==> config.mk <==
export PLATFORM = sky130hd
export DESIGN_NAME = dmem_arbiter_flat
export DESIGN_NICKNAME = d
export VERILOG_FILES = /design/src/rtl/dmem_arbiter_if.sv /design/src/rtl/dmem_arbiter.sv /design/src/flat_wrapper.sv
export SDC_FILE = /design/constraint.sdc
export NUM_CORES = 1
export LEC_CHECK = 0
export ABC_AREA = 1
export BUFFER_PORTS_ARGS = -buffer_cell sky130_fd_sc_hd__buf_2
export CAP_MARGIN = 25
export CORE_AREA = 2 2 118 120
export CTS_CLUSTER_DIAMETER = 40
export DETAILED_ROUTE_END_ITERATION = 8
export DIE_AREA = 0 0 120 122
export PLACE_DENSITY = 0.52
export SLEW_MARGIN = 0
export SYNTH_ARGS = -nofsm -noshare
export SYNTH_HDL_FRONTEND = slang
export SYNTH_SLANG_ARGS = --single-unit
==> constraint.sdc <==
create_clock -name clk -period 2.1 [get_ports clk]
set_input_delay 0.21 -clock clk [delete_from_list [all_inputs] [get_ports clk]]
set_output_delay 0.21 -clock clk [all_outputs]
set_load 0.01 [all_outputs]
==> src/rtl/dmem_arbiter_if.sv <==
// Bus bundle between the two data-memory masters, the arbiter and the memory.
// The slave modport is the arbiter's view; the master modport is the view of the masters plus the memory model.
interface dmem_arbiter_if #(
  parameter int DW = 32,
  parameter int AW = 32
);
  logic          m0_req;
  logic          m0_we;
  logic          m0_lock;
  logic [AW-1:0] m0_addr;
  logic [DW-1:0] m0_wdata;
  logic          m0_gnt;
  logic          m0_rvalid;
  logic [DW-1:0] m0_rdata;

  logic          m1_req;
  logic          m1_we;
  logic          m1_lock;
  logic [AW-1:0] m1_addr;
  logic [DW-1:0] m1_wdata;
  logic          m1_gnt;
  logic          m1_rvalid;
  logic [DW-1:0] m1_rdata;

  logic          mem_en;
  logic          mem_we;
  logic [AW-1:0] mem_addr;
  logic [DW-1:0] mem_wdata;
  logic [DW-1:0] mem_rdata;

  modport slave (
    input  m0_req, m0_we, m0_lock, m0_addr, m0_wdata,
    output m0_gnt, m0_rvalid, m0_rdata,
    input  m1_req, m1_we, m1_lock, m1_addr, m1_wdata,
    output m1_gnt, m1_rvalid, m1_rdata,
    output mem_en, mem_we, mem_addr, mem_wdata,
    input  mem_rdata
  );

  modport master (
    output m0_req, m0_we, m0_lock, m0_addr, m0_wdata,
    input  m0_gnt, m0_rvalid, m0_rdata,
    output m1_req, m1_we, m1_lock, m1_addr, m1_wdata,
    input  m1_gnt, m1_rvalid, m1_rdata,
    input  mem_en, mem_we, mem_addr, mem_wdata,
    output mem_rdata
  );
endinterface

==> src/rtl/dmem_arbiter.sv <==
// Two-master data-memory arbiter with lock ownership and forced release after LOCK_MAX cycles.
// Optional DMEM_ARB_RR_EN selects round-robin contention in IDLE; otherwise master 0 has fixed priority.
//
// Handshake: a master holds req/we/lock/addr/wdata stable until it sees gnt; a transfer
// happens in a cycle where req && gnt. Read data arrives with rvalid exactly one cycle later.
module dmem_arbiter #(
  parameter int DW       = 32,
  parameter int AW       = 32,
  parameter int LOCK_MAX = 16
) (
  input  logic          clk,
  input  logic          rst,
  dmem_arbiter_if.slave bus,
  output logic [1:0]    dbg_state_o
);

  localparam int CW = (LOCK_MAX > 2) ? $clog2(LOCK_MAX) : 1;
  localparam logic [CW-1:0] REL_AT = CW'(LOCK_MAX - 2);

  typedef enum logic [1:0] {
    ST_IDLE = 2'd0,
    ST_OWN0 = 2'd1,
    ST_OWN1 = 2'd2
  } state_e;

  state_e        state_q, state_d;
  logic          last_q, last_d;
  logic [CW-1:0] cnt_q, cnt_d;
  logic          rv0_q, rv1_q;
  logic          gnt0, gnt1;
  logic          acc0, acc1;
  logic          force_rel;

  // Grants are combinational and suppressed while reset is held.
  always_comb begin
    gnt0 = 1'b0;
    gnt1 = 1'b0;
    if (!rst) begin
      case (state_q)
        ST_IDLE: begin
          if (bus.m0_req && bus.m1_req) begin
`ifdef DMEM_ARB_RR_EN
            gnt0 = last_q;
            gnt1 = !last_q;
`else
            gnt0 = 1'b1;
`endif
          end else begin
            gnt0 = bus.m0_req;
            gnt1 = bus.m1_req;
          end
        end
        ST_OWN0: gnt0 = bus.m0_req;
        ST_OWN1: gnt1 = bus.m1_req;
        default: begin
          gnt0 = 1'b0;
          gnt1 = 1'b0;
        end
      endcase
    end
  end

  assign acc0 = gnt0 && bus.m0_req;
  assign acc1 = gnt1 && bus.m1_req;

  // Release fires on the cycle whose increment would reach LOCK_MAX-1.
  assign force_rel = (state_q != ST_IDLE) && (cnt_q == REL_AT);

  always_comb begin
    state_d = state_q;
    last_d  = last_q;
    cnt_d   = cnt_q;
    if (acc0) last_d = 1'b0;
    if (acc1) last_d = 1'b1;
    case (state_q)
      ST_IDLE: begin
        cnt_d = '0;
        if (acc0 && bus.m0_lock)      state_d = ST_OWN0;
        else if (acc1 && bus.m1_lock) state_d = ST_OWN1;
      end
      ST_OWN0: begin
        cnt_d = cnt_q + CW'(1);
        if (force_rel) begin
          state_d = ST_IDLE;
          last_d  = 1'b0;
        end else if (acc0 && !bus.m0_lock) begin
          state_d = ST_IDLE;
        end
      end
      ST_OWN1: begin
        cnt_d = cnt_q + CW'(1);
        if (force_rel) begin
          state_d = ST_IDLE;
          last_d  = 1'b1;
        end else if (acc1 && !bus.m1_lock) begin
          state_d = ST_IDLE;
        end
      end
      default: state_d = ST_IDLE;
    endcase
  end

  always_ff @(posedge clk) begin
    if (rst) begin
      state_q <= ST_IDLE;
      last_q  <= 1'b1;
      cnt_q   <= '0;
      rv0_q   <= 1'b0;
      rv1_q   <= 1'b0;
    end else begin
      state_q <= state_d;
      last_q  <= last_d;
      cnt_q   <= cnt_d;
      rv0_q   <= acc0 && !bus.m0_we;
      rv1_q   <= acc1 && !bus.m1_we;
    end
  end

  assign bus.m0_gnt = gnt0;
  assign bus.m1_gnt = gnt1;

  assign bus.mem_en    = acc0 || acc1;
  assign bus.mem_we    = acc0 ? bus.m0_we    : (acc1 ? bus.m1_we    : 1'b0);
  assign bus.mem_addr  = acc0 ? bus.m0_addr  : (acc1 ? bus.m1_addr  : '0);
  assign bus.mem_wdata = acc0 ? bus.m0_wdata : (acc1 ? bus.m1_wdata : '0);

  // A response pending when reset arrives is dropped in that same cycle.
  assign bus.m0_rvalid = rv0_q && !rst;
  assign bus.m1_rvalid = rv1_q && !rst;
  assign bus.m0_rdata  = bus.mem_rdata;
  assign bus.m1_rdata  = bus.mem_rdata;

  assign dbg_state_o = state_q;

endmodule

==> src/flat_wrapper.sv <==
// flat-port wrapper written by rule: the top's interface ports become plain ports
module dmem_arbiter_flat 
#(
  parameter int DW       = 32,
  parameter int AW       = 32,
  parameter int LOCK_MAX = 16
)
  (clk, rst, dbg_state_o, bus_m0_req, bus_m0_we, bus_m0_lock, bus_m0_addr, bus_m0_wdata, bus_m0_gnt, bus_m0_rvalid, bus_m0_rdata, bus_m1_req, bus_m1_we, bus_m1_lock, bus_m1_addr, bus_m1_wdata, bus_m1_gnt, bus_m1_rvalid, bus_m1_rdata, bus_mem_en, bus_mem_we, bus_mem_addr, bus_mem_wdata, bus_mem_rdata);
  dmem_arbiter_if #(.DW(DW), .AW(AW)) bus_i ();
  input  logic clk;
  input  logic rst;
  output logic [1:0] dbg_state_o;
  input wire logic [$bits(bus_i.m0_req)-1:0] bus_m0_req;
  input wire logic [$bits(bus_i.m0_we)-1:0] bus_m0_we;
  input wire logic [$bits(bus_i.m0_lock)-1:0] bus_m0_lock;
  input wire logic [$bits(bus_i.m0_addr)-1:0] bus_m0_addr;
  input wire logic [$bits(bus_i.m0_wdata)-1:0] bus_m0_wdata;
  output wire logic [$bits(bus_i.m0_gnt)-1:0] bus_m0_gnt;
  output wire logic [$bits(bus_i.m0_rvalid)-1:0] bus_m0_rvalid;
  output wire logic [$bits(bus_i.m0_rdata)-1:0] bus_m0_rdata;
  input wire logic [$bits(bus_i.m1_req)-1:0] bus_m1_req;
  input wire logic [$bits(bus_i.m1_we)-1:0] bus_m1_we;
  input wire logic [$bits(bus_i.m1_lock)-1:0] bus_m1_lock;
  input wire logic [$bits(bus_i.m1_addr)-1:0] bus_m1_addr;
  input wire logic [$bits(bus_i.m1_wdata)-1:0] bus_m1_wdata;
  output wire logic [$bits(bus_i.m1_gnt)-1:0] bus_m1_gnt;
  output wire logic [$bits(bus_i.m1_rvalid)-1:0] bus_m1_rvalid;
  output wire logic [$bits(bus_i.m1_rdata)-1:0] bus_m1_rdata;
  output wire logic [$bits(bus_i.mem_en)-1:0] bus_mem_en;
  output wire logic [$bits(bus_i.mem_we)-1:0] bus_mem_we;
  output wire logic [$bits(bus_i.mem_addr)-1:0] bus_mem_addr;
  output wire logic [$bits(bus_i.mem_wdata)-1:0] bus_mem_wdata;
  input wire logic [$bits(bus_i.mem_rdata)-1:0] bus_mem_rdata;
  assign bus_i.m0_req = bus_m0_req;
  assign bus_i.m0_we = bus_m0_we;
  assign bus_i.m0_lock = bus_m0_lock;
  assign bus_i.m0_addr = bus_m0_addr;
  assign bus_i.m0_wdata = bus_m0_wdata;
  assign bus_m0_gnt = bus_i.m0_gnt;
  assign bus_m0_rvalid = bus_i.m0_rvalid;
  assign bus_m0_rdata = bus_i.m0_rdata;
  assign bus_i.m1_req = bus_m1_req;
  assign bus_i.m1_we = bus_m1_we;
  assign bus_i.m1_lock = bus_m1_lock;
  assign bus_i.m1_addr = bus_m1_addr;
  assign bus_i.m1_wdata = bus_m1_wdata;
  assign bus_m1_gnt = bus_i.m1_gnt;
  assign bus_m1_rvalid = bus_i.m1_rvalid;
  assign bus_m1_rdata = bus_i.m1_rdata;
  assign bus_mem_en = bus_i.mem_en;
  assign bus_mem_we = bus_i.mem_we;
  assign bus_mem_addr = bus_i.mem_addr;
  assign bus_mem_wdata = bus_i.mem_wdata;
  assign bus_i.mem_rdata = bus_mem_rdata;
  dmem_arbiter #(.DW(DW), .AW(AW), .LOCK_MAX(LOCK_MAX)) u_core (.clk(clk), .rst(rst), .bus(bus_i), .dbg_state_o(dbg_state_o));
endmodule
==> results of run 1 <==
cells by family (layout without fill, tap and decap cells):
group	after synthesis	after routing	share of synthesized area, %
AOI/OAI and AO/OA	72	72	18.8
adders and majority gates	7	7	4.50
buffers and inverters	102	240	35.3
DFF	8	8	8.22
and+or+nand+nor	164	164	33.2
cells in the mapped netlist (all sizes together):
cell type    n
a211oi       1
a21oi        2
a31oi        3
and3         1
buf         83
clkbuf       2
dfxtp        8
ha           7
inv         17
nand2      138
nand3        5
nand4        3
nor2        13
nor3         2
nor3b        2
o21ai       66
state kept, by name (all words and copies together), names as in the netlist:
name                count
u_core.cnt_q            4
u_core.dbg_state_o      2
u_core.rv0_q            1
u_core.rv1_q            1
metal layers:
metal | wire length (µm) | part of all wire (%) | GRT usage [%]
met2 | 4390 | 47 | 17.6
met1 | 3700 | 40 | 12.2
met3 | 1170 | 13 | 4.87
met4 | 94 | 1.0 | 1.91
met5 | 0 | 0 | 0
stage by stage:
| step | util, % | setup WS [ps] | power [W] |
|---|---|---|---|
| after floorplan | - | 358 | 0.00108 |
| after global placement | 19.8 | 128 | 0.00149 |
| after detailed placement | 19.8 | 109 | 0.00148 |
| after CTS | 20.6 | 1.20 | 0.00185 |
| after global routing | 21.9 | 39.9 | 0.00218 |
| final | 21.9 | 137 | 0.00200 |
what timing repair did:
item / CTS / global route
endpoints found under the hold margin: 0 / 0
setup endpoints to repair: 52 / 65
hold buffers: 0 / 0
cloned: 0 / 4
resized for setup: 10 / 30
pin swaps: 1 / 1
setup buffers: 0 / 1
final cells by class:
class                   instances  area, µm²
flip-flops and latches          8        163
well taps                     180        225
fillers                      1572      10600
inverters                      17       71.3
repair buffers                220       1280
multi-input cells             243       1140
clock buffers                   3       75.1
how the worst min path moves through the flow:
stage | start | endpoint | slack (ps) | depth (start not counted)
after floorplan | rst | u_core.dbg_state_o[0]$_SDFFE_PP0P_ | 280 | 1
after global placement | bus_m0_we | u_core.rv0_q$_SDFF_PP0_ | 380 | 2
after detailed placement | bus_m0_we | u_core.rv0_q$_SDFF_PP0_ | 380 | 2
after CTS | bus_m0_we | u_core.rv0_q$_SDFF_PP0_ | 140 | 2
after global routing | bus_m0_we | u_core.rv0_q$_SDFF_PP0_ | 150 | 2
final | bus_m0_we | u_core.rv0_q$_SDFF_PP0_ | 140 | 2
power by group through the flow:
stage / combinational [W] / clock, W / sequential, W
after CTS: 0.00131 / 0.000334 / 0.000201
final: 0.00147 / 0.000324 / 0.000205
after detailed placement: 0.00128 / 0 / 0.000203
after floorplan: 0.000877 / 0 / 0.000205
after global placement: 0.00129 / 0 / 0.000201
after global routing: 0.00163 / 0.000340 / 0.000209
==> flow_summary.yaml, run 1 <==
setup_path:
  crit_top_cell: "inv_2"
  crit_start: "u_core.dbg_state_o[1]$_SDFFE_PP0P_"
  cp-end-kind: "primary output"
  critPathMaxFanout: 17
  worst_path_largest_cell_delay_ps: 330
  cp-start-kind: "flop"
  r2r_cells: 10
  crit_arrival_ps: 1750
  path_depth: 10
  cp_num_buf_inv: 5
  cp_slowest_cell: "dfxtp_2"
  worst-setup-path-type: "reg2out"
  critical_path.cell_chain: "inv_2 > ha_2 > inv_2 > nand2_2 > nand2_8 > inv_8 > buf_12 > nor2_1 > nor3b_1 > buf_2"
  worstReg2RegStart: "u_core.dbg_state_o[1]$_SDFFE_PP0P_"
  r2r-end: "u_core.dbg_state_o[0]$_SDFFE_PP0P_"
  cp-endpoint: "bus_mem_we"
  r2r_setup_slack_ps: 420
  cp_top_family: "buffers and inverters"
  critPathRequiredTime_ps: 1890
final_layout:
  stdcell_area_um2: 2950
  layout-drive-gt1-share_pct: 48.3
  n_antenna_cell: 0
  layout.nets: 668
  syn_to_final_growth_pct: 51.6
  layout_common_cells: "206 x buf_2, 135 x nand2_1, 37 x o21ai_1"
  fin_cells: 671
  mostFrequentLayoutCell: "buf_2"
hold_path:
  hp-class: "in2reg"
clock_tree:
  root_buffer: "clkbuf_16"
  clk_latency_ps: 230
  cts_tree: "done"
  cts-buffers-inserted: 3
  clkSlewWorstSetupHoldPaths_ps: 40
  clockBufferDepth: 2
  clock-sinks: 8
  cts_htree_levels: 1
grt:
  grt_pass1_vias: 2307
  grt_start_max_net_pins: 35
  antenna_found_initial: 1
  grt_first_pass_wirelength_um: 12200
  grt_overflow: 0
  track_usage_pct: 10.4
timing:
  worst_pin_slew_ps: 540
  hold_viol: 0
  final_max_slew_viol_count: 0
  fin_tns_setup_ps: 0
  holdWs_ps: 143
  fmax_mhz: 510
  timing.final.crit_share_pct: 93.5
  period_needed_ps: 1960
  rsz0062_at_grt: "false"
  setup_viol: 0
  skew_ps: 2.10
  max-slew-margin-rel_pct: 63.6
place:
  place_congestion: 0.772
  place_area_um2: 2670
  dp_cells: 663
  dp_hpwl_um: 7180
  port-buffer-count: 207
die:
  ioPinCount: 304
  dieArea_um2: 14600
  rows: 43
  fp.dieW_um: 120
  die_y_um: 122
  start_util_pct: 14.4
  core_um2: 13500
routing:
  wl_um: 9360
  drc: 0
  antenna_left: 0
  avgViaCountPerCell: 3.96
  num_vias: 2659
  drtIter0Drc: 165
  dr.pass1.iters: 4
  routedWlPerCell_um: 13.9
power:
  peakVddDrop_mv: 0.465
  power_switching_w: 0.000953
  p_int_w: 0.00104
  seqPwrFrac_pct: 10.3
  total_leakage_power_nw: 1.73
  powerDensity_nw_per_um2: 676
  p_sw_share_pct: 47.7
  p_comb_share_pct: 73.5
  p_clk_share_pct: 16.2
logic_synthesis:
  synth_top_area_share_pct: 27.0
  synth_nets: 528
  synth_area_leaders: "buf_4 27%, nand2_1 26%, o21ai_0 9.5%, dfxtp_1 8.2%, o21ai_1 7.5%"
  syn_area_um2: 1950
  ys_ff_latch: 8
  synth_cells: 353
  synth_top_area_cell: "buf_4"
  syn_area_per_cell_um2: 5.52
  yosysSeqAreaShare_pct: 8.22
  synth_warnings: 0
  ys_types: 22
run_status:
  status: "complete, no violations"
job:
  max_cap_violations: 0
Power figures use the tool's default switching activity.
==> inputs of run 2 (changes only) <==
--- a/config.mk
+++ b/config.mk
@@ -12,7 +12,8 @@
 export CTS_CLUSTER_DIAMETER = 40
 export DETAILED_ROUTE_END_ITERATION = 8
 export DIE_AREA = 0 0 120 122
-export PLACE_DENSITY = 0.52
+export GPL_TIMING_DRIVEN = 1
+export PLACE_DENSITY = 0.57
 export SLEW_MARGIN = 0
 export SYNTH_ARGS = -nofsm -noshare
 export SYNTH_HDL_FRONTEND = slang
==> constraint.sdc (replaced) <==
create_clock -name clk -period 2.1 [get_ports clk]
set_input_delay 0.21 -clock clk [delete_from_list [all_inputs] [get_ports clk]]
set_output_delay 0.21 -clock clk [all_outputs]
set_load 0.005 [all_outputs]
==> run 2 against run 1 <==
  * Sequential share of layout area about the same
  * Final cell count increased by 0.15%
  * Non-clock buffer count increased by 1
  * Via count increased by 0.98%
  * Worst hold slack improved by 2.5 ps
  * Clock skew about the same
  * Largest power group unchanged
==> flow_summary.yaml, run 2 (synthesized netlist as in run 1, its figures left out) <==
run_status:
  status: "complete, no violations"
hold_path:
  hp-class: "in2reg"
grt:
  grt_pass1_vias: 2301
  grt_first_pass_wirelength_um: 11800
  grt_overflow: 0
  grt_start_max_net_pins: 37
  antenna_found_initial: 0
  track_usage_pct: 10.0
routing:
  num_vias: 2685
  routedWlPerCell_um: 13.8
  wl_um: 9260
  avgViaCountPerCell: 4.00
  drtIter0Drc: 123
  dr.pass1.iters: 4
  drc: 0
  antenna_left: 0
clock_tree:
  clk_latency_ps: 230
  hold_buffers: 0
  clockBufferDepth: 2
  clkSlewWorstSetupHoldPaths_ps: 30
  clock-sinks: 8
  cts_htree_levels: 1
  root_buffer: "clkbuf_16"
  cts-buffers-inserted: 3
  cts_tree: "done"
setup_path:
  critPathRequiredTime_ps: 1890
  cp_num_buf_inv: 5
  cp-end-kind: "primary output"
  critPathMaxFanout: 8
  worst_path_largest_cell_delay_ps: 360
  cp_top_family: "buffers and inverters"
  critical_path.cell_chain: "inv_1 > ha_4 > inv_2 > nand2_2 > nand2_8 > buf_4 > buf_6 > nand2_1 > o21ai_0 > buf_2"
  worst-setup-path-type: "reg2out"
  cp_slowest_cell: "dfxtp_4"
  cp-start-kind: "flop"
  crit_arrival_ps: 1780
power:
  p_comb_share_pct: 72.8
  p_sw_share_pct: 44.7
  peakVddDrop_mv: 0.615
  seqPwrFrac_pct: 11.0
  p_clk_share_pct: 16.3
  powerDensity_nw_per_um2: 649
  power_switching_w: 0.000874
  p_int_w: 0.00108
  total_leakage_power_nw: 1.75
timing:
  setup_viol: 0
  worst_pin_slew_ps: 462
  timing.final.crit_share_pct: 94.9
  max-slew-margin-rel_pct: 68.9
  fin_tns_setup_ps: 0
  hold_viol: 0
  period_needed_ps: 1990
  fmax_mhz: 502
  holdWs_ps: 146
  skew_ps: 1.72
  final_max_slew_viol_count: 0
  rsz0062_at_grt: "false"
die:
  rows: 43
  dieArea_um2: 14600
  core_um2: 13500
  ioPinCount: 304
  die_y_um: 122
  start_util_pct: 14.4
  fp.dieW_um: 120
final_layout:
  top_register: "u_core.cnt_q"
  syn_to_final_growth_pct: 54.9
  mostFrequentLayoutCell: "buf_2"
  largest_reg_flops: 4
  layout_common_cells: "207 x buf_2, 135 x nand2_1, 33 x o21ai_1"
  multiInputGateArea_um2: 1140
  layout.nets: 669
  register_area_um2: 168
  fillers: 1593
  layout-drive-gt1-share_pct: 48.0
  stdcell_area_um2: 3020
  n_antenna_cell: 0
place:
  port-buffer-count: 207
  place_area_um2: 2680
  dp_hpwl_um: 6420
  place_congestion: 0.762
job:
  max_cap_violations: 0
[run 2: cell type report]
cell class                 count  area share (%)
tap                          180            7.46
sequential                     8            5.56
inverter                      17            2.61
multi-input combinational    243            37.9
clock buffer                   3            2.49
timing repair buffer         221            44.0
[run 2: worst paths after layout]
check / slack (ps) / startpoint / cells after the start / end
min: 150 / bus_m0_we / 2 / u_core.rv0_q$_SDFF_PP0_
max reg2reg: 510 / u_core.dbg_state_o[0]$_SDFFE_PP0P_ / 9 / u_core.dbg_state_o[0]$_SDFFE_PP0P_
max: 110 / u_core.dbg_state_o[0]$_SDFFE_PP0P_ / 10 / bus_mem_wdata[1]
min reg2reg: 520 / u_core.cnt_q[0]$_SDFFE_PP0P_ / 2 / u_core.cnt_q[0]$_SDFFE_PP0P_
[run 2: worst reg2reg max path, stage by stage (launching register included)]
cell and delay [ps]:
dfxtp_4 350, inv_1 130, ha_4 160, inv_2 50, nand2_2 110, nand2_8 130, buf_16 210, nor2_1 100
nand4_1 100, a21oi_1 170
[run 2: metal layers]
metal / wire length (µm) / vias up / global-route usage [%] / share of wire, %
li1: - / 1337 / - / -
met1: 3940 / 1169 / 12.2 / 43
met2: 4130 / 147 / 16.2 / 45
met3: 953 / 32 / 4.03 / 10
met4: 228 / 0 / 3.24 / 2.5
met5: 0 / - / 0 / 0
[run 2: metrics by stage]
stage | util, % | power [W] | instances | setup WS [ps]
after CTS | 20.9 | 0.00178 | 665 | 6.17
after floorplan | - | 0.000953 | 353 | 472
after global routing | 22.3 | 0.00215 | 672 | 0.295
after detailed placement | 19.9 | 0.00138 | 661 | 60.8
after global placement | 19.9 | 0.00139 | 661 | 122
final | 22.3 | 0.00196 | 672 | 108
[run 2: repair_timing]
| action | 4_1_cts | 5_1_grt |
|---|---|---|
| pin swaps | 1 | 2 |
| endpoints found under the setup margin | 32 | 65 |
| cloned | 1 | 6 |
| resized for setup | 12 | 19 |
| setup buffers | 0 | 1 |
[run 2: power by group through the flow]
stage | Clock (W) | Sequential [W] | Combinational, W
after floorplan | 0 | 0.000200 | 0.000753
after global placement | 0 | 0.000202 | 0.00118
after detailed placement | 0 | 0.000205 | 0.00118
after CTS | 0.000326 | 0.000205 | 0.00125
after global routing | 0.000332 | 0.000220 | 0.00160
final | 0.000319 | 0.000214 | 0.00142
==> inputs of run 3 (changes only) <==
--- a/config.mk
+++ b/config.mk
@@ -6,14 +6,15 @@
 export NUM_CORES = 1
 export LEC_CHECK = 0
 export ABC_AREA = 1
-export BUFFER_PORTS_ARGS = -buffer_cell sky130_fd_sc_hd__buf_2
 export CAP_MARGIN = 25
 export CORE_AREA = 2 2 118 120
 export CTS_CLUSTER_DIAMETER = 40
 export DETAILED_ROUTE_END_ITERATION = 8
 export DIE_AREA = 0 0 120 122
+export DONT_BUFFER_PORTS = 1
 export GPL_TIMING_DRIVEN = 1
-export PLACE_DENSITY = 0.57
+export PLACE_DENSITY = 0.37
+export SETUP_SLACK_MARGIN = 0.3
 export SLEW_MARGIN = 0
 export SYNTH_ARGS = -nofsm -noshare
 export SYNTH_HDL_FRONTEND = slang
==> run 3 against run 2 <==
  * Clock skew decreased by 1.2 ps
  * Combinational power decreased by 7%
  * Core utilization decreased by 5.8 points
  * Critical endpoint is now bus_mem_addr[2]
  * Largest cell class is now multi-input combinational cells
  * Highest routed layer unchanged
==> flow_summary.yaml, run 3 (synthesized netlist as in run 1, its figures left out) <==
timing:
  period_needed_ps: 1800
  max-slew-margin-rel_pct: 69.0
  setup_viol: 0
  worst_pin_slew_ps: 460
  timing.final.crit_share_pct: 85.6
  final_max_slew_viol_count: 0
  rsz0062_at_grt: "true"
  setup_slack_ps: 303
  fin_tns_setup_ps: 0
  fmax_mhz: 557
  hold_viol: 0
  skew_ps: 0.560
setup_path:
  worstReg2RegStart: "u_core.dbg_state_o[0]$_SDFFE_PP0P_"
  cp-endpoint: "bus_mem_addr[2]"
  critical_path.cell_chain: "inv_6 > ha_2 > nand3_2 > nand2_4 > nand2_8 > buf_6 > o21ai_4"
  cp_top_family: "flip-flops"
  worst_path_largest_cell_delay_ps: 360
  cp-start-kind: "flop"
  crit_start: "u_core.dbg_state_o[1]$_SDFFE_PP0P_"
  r2r_cells: 9
  worst-setup-path-type: "reg2out"
  cp_num_buf_inv: 2
  cp_slowest_cell: "dfxtp_4"
  crit_arrival_ps: 1590
  critPathMaxFanout: 25
  critPathRequiredTime_ps: 1890
  path_depth: 7
  r2r-end: "u_core.dbg_state_o[0]$_SDFFE_PP0P_"
  r2r_setup_slack_ps: 640
  cp-end-kind: "primary output"
routing:
  routedWlPerCell_um: 17.0
  drc: 0
  avgViaCountPerCell: 4.33
  drtIter0Drc: 78
  antenna_left: 0
  dr.pass1.iters: 4
  num_vias: 2035
  wl_um: 8000
grt:
  antenna_found_initial: 0
  grt_overflow: 0
  grt_start_max_net_pins: 43
  track_usage_pct: 8.20
  grt_first_pass_wirelength_um: 9050
  grt_pass1_vias: 1567
clock_tree:
  clk_latency_ps: 230
  cts_htree_levels: 1
  root_buffer: "clkbuf_16"
  cts-buffers-inserted: 3
  cts_tree: "done"
  clkSlewWorstSetupHoldPaths_ps: 40
  hold_buffers: 0
  clockBufferDepth: 2
  clock-sinks: 8
hold_path:
  hold_depth: 1
  hp-class: "in2reg"
final_layout:
  n_antenna_cell: 0
  mostFrequentLayoutCell: "nand2_1"
  multiInputGateArea_um2: 1300
  largest_reg_flops: 4
  layout-drive-gt1-share_pct: 22.8
  top_register: "u_core.cnt_q"
  final_util_pct: 16.6
  register_area_um2: 168
  fin_cells: 470
  fillers: 1525
  syn_to_final_growth_pct: 15.0
  layout_common_cells: "131 x nand2_1, 40 x o21ai_1, 22 x o21ai_2"
  layout.nets: 467
power:
  total_leakage_power_nw: 0.944
  peakVddDrop_mv: 0.493
  powerDensity_nw_per_um2: 832
die:
  dieArea_um2: 14600
  rows: 43
  fp.dieW_um: 120
  ioPinCount: 304
  die_y_um: 122
  core_um2: 13500
  start_util_pct: 14.4
place:
  port-buffer-count: 0
  dp_slack_ps: 251
  dp_cells: 458
  dp_hpwl_um: 5440
  place_congestion: 0.696
run_status:
  status: "complete, no violations"
job:
  max_cap_violations: 0
## run 3: cell types whose count changed in the layout (fill, tap and decap cells not counted), moves of 2 or more
cell     change
buf_16       +2
nand2_1      -4
o21ai_1      +7
o21ai_0     -30
o21ai_4      +2
nand2_2      +2
o21ai_2     +21
inv_1        -2
buf_2      -207
buf_6        +2
## run 3: worst min-delay path by stage
stage                                         end  slack (ps)       from
3_5_place_dp              u_core.rv1_q$_SDFF_PP0_         290  bus_m1_we
5_1_grt        u_core.dbg_state_o[0]$_SDFFE_PP0P_          40        rst
2_1_floorplan  u_core.dbg_state_o[0]$_SDFFE_PP0P_         280        rst
3_3_place_gp              u_core.rv1_q$_SDFF_PP0_         280  bus_m1_we
6_report       u_core.dbg_state_o[0]$_SDFFE_PP0P_          40        rst
4_1_cts                   u_core.rv1_q$_SDFF_PP0_          40  bus_m1_we
## run 3: final cells by class
type	count	area share, %
sequential	8	7.48
clock buffer	3	3.35
timing repair buffer	19	17.4
multi-input combinational	243	57.8
tap	180	10.1
inverter	17	3.91
## run 3: where the power goes
part | internal [W] | leakage [nW] | switching [W] | total (W)
Clock | 0.000246 | 0.0370 | 0.0000787 | 0.000325
Sequential | 0.000186 | 0.0665 | 0.0000328 | 0.000218
Combinational | 0.000533 | 0.840 | 0.000788 | 0.00132
Total | 0.000965 | 0.944 | 0.000899 | 0.00186
## run 3: through the flow
stage,hold slack (ps),cell area (µm²),total power [W]
detailed placement,289,1650,0.00102
CTS,39.2,1910,0.00156
finish,40.9,2240,0.00186
global route,43.7,2240,0.00201
floorplan,279,1950,0.000953
global placement,285,1650,0.00101
## run 3: layer usage
metal / global-route usage [%] / share of wire [%] / up-vias
li1: - / - / 936
met5: 0 / 0 / -
met1: 8.27 / 37 / 921
met2: 15.8 / 51 / 168
met4: 1.84 / 0.74 / 0
met3: 3.23 / 12 / 10
## run 3: repair_timing
item | CTS | global route
pin swaps | 4 | 2
setup buffers | 0 | 0
endpoints found under the setup margin | 67 | 66
gates cloned | 2 | 7
gates resized for setup | 71 | 44
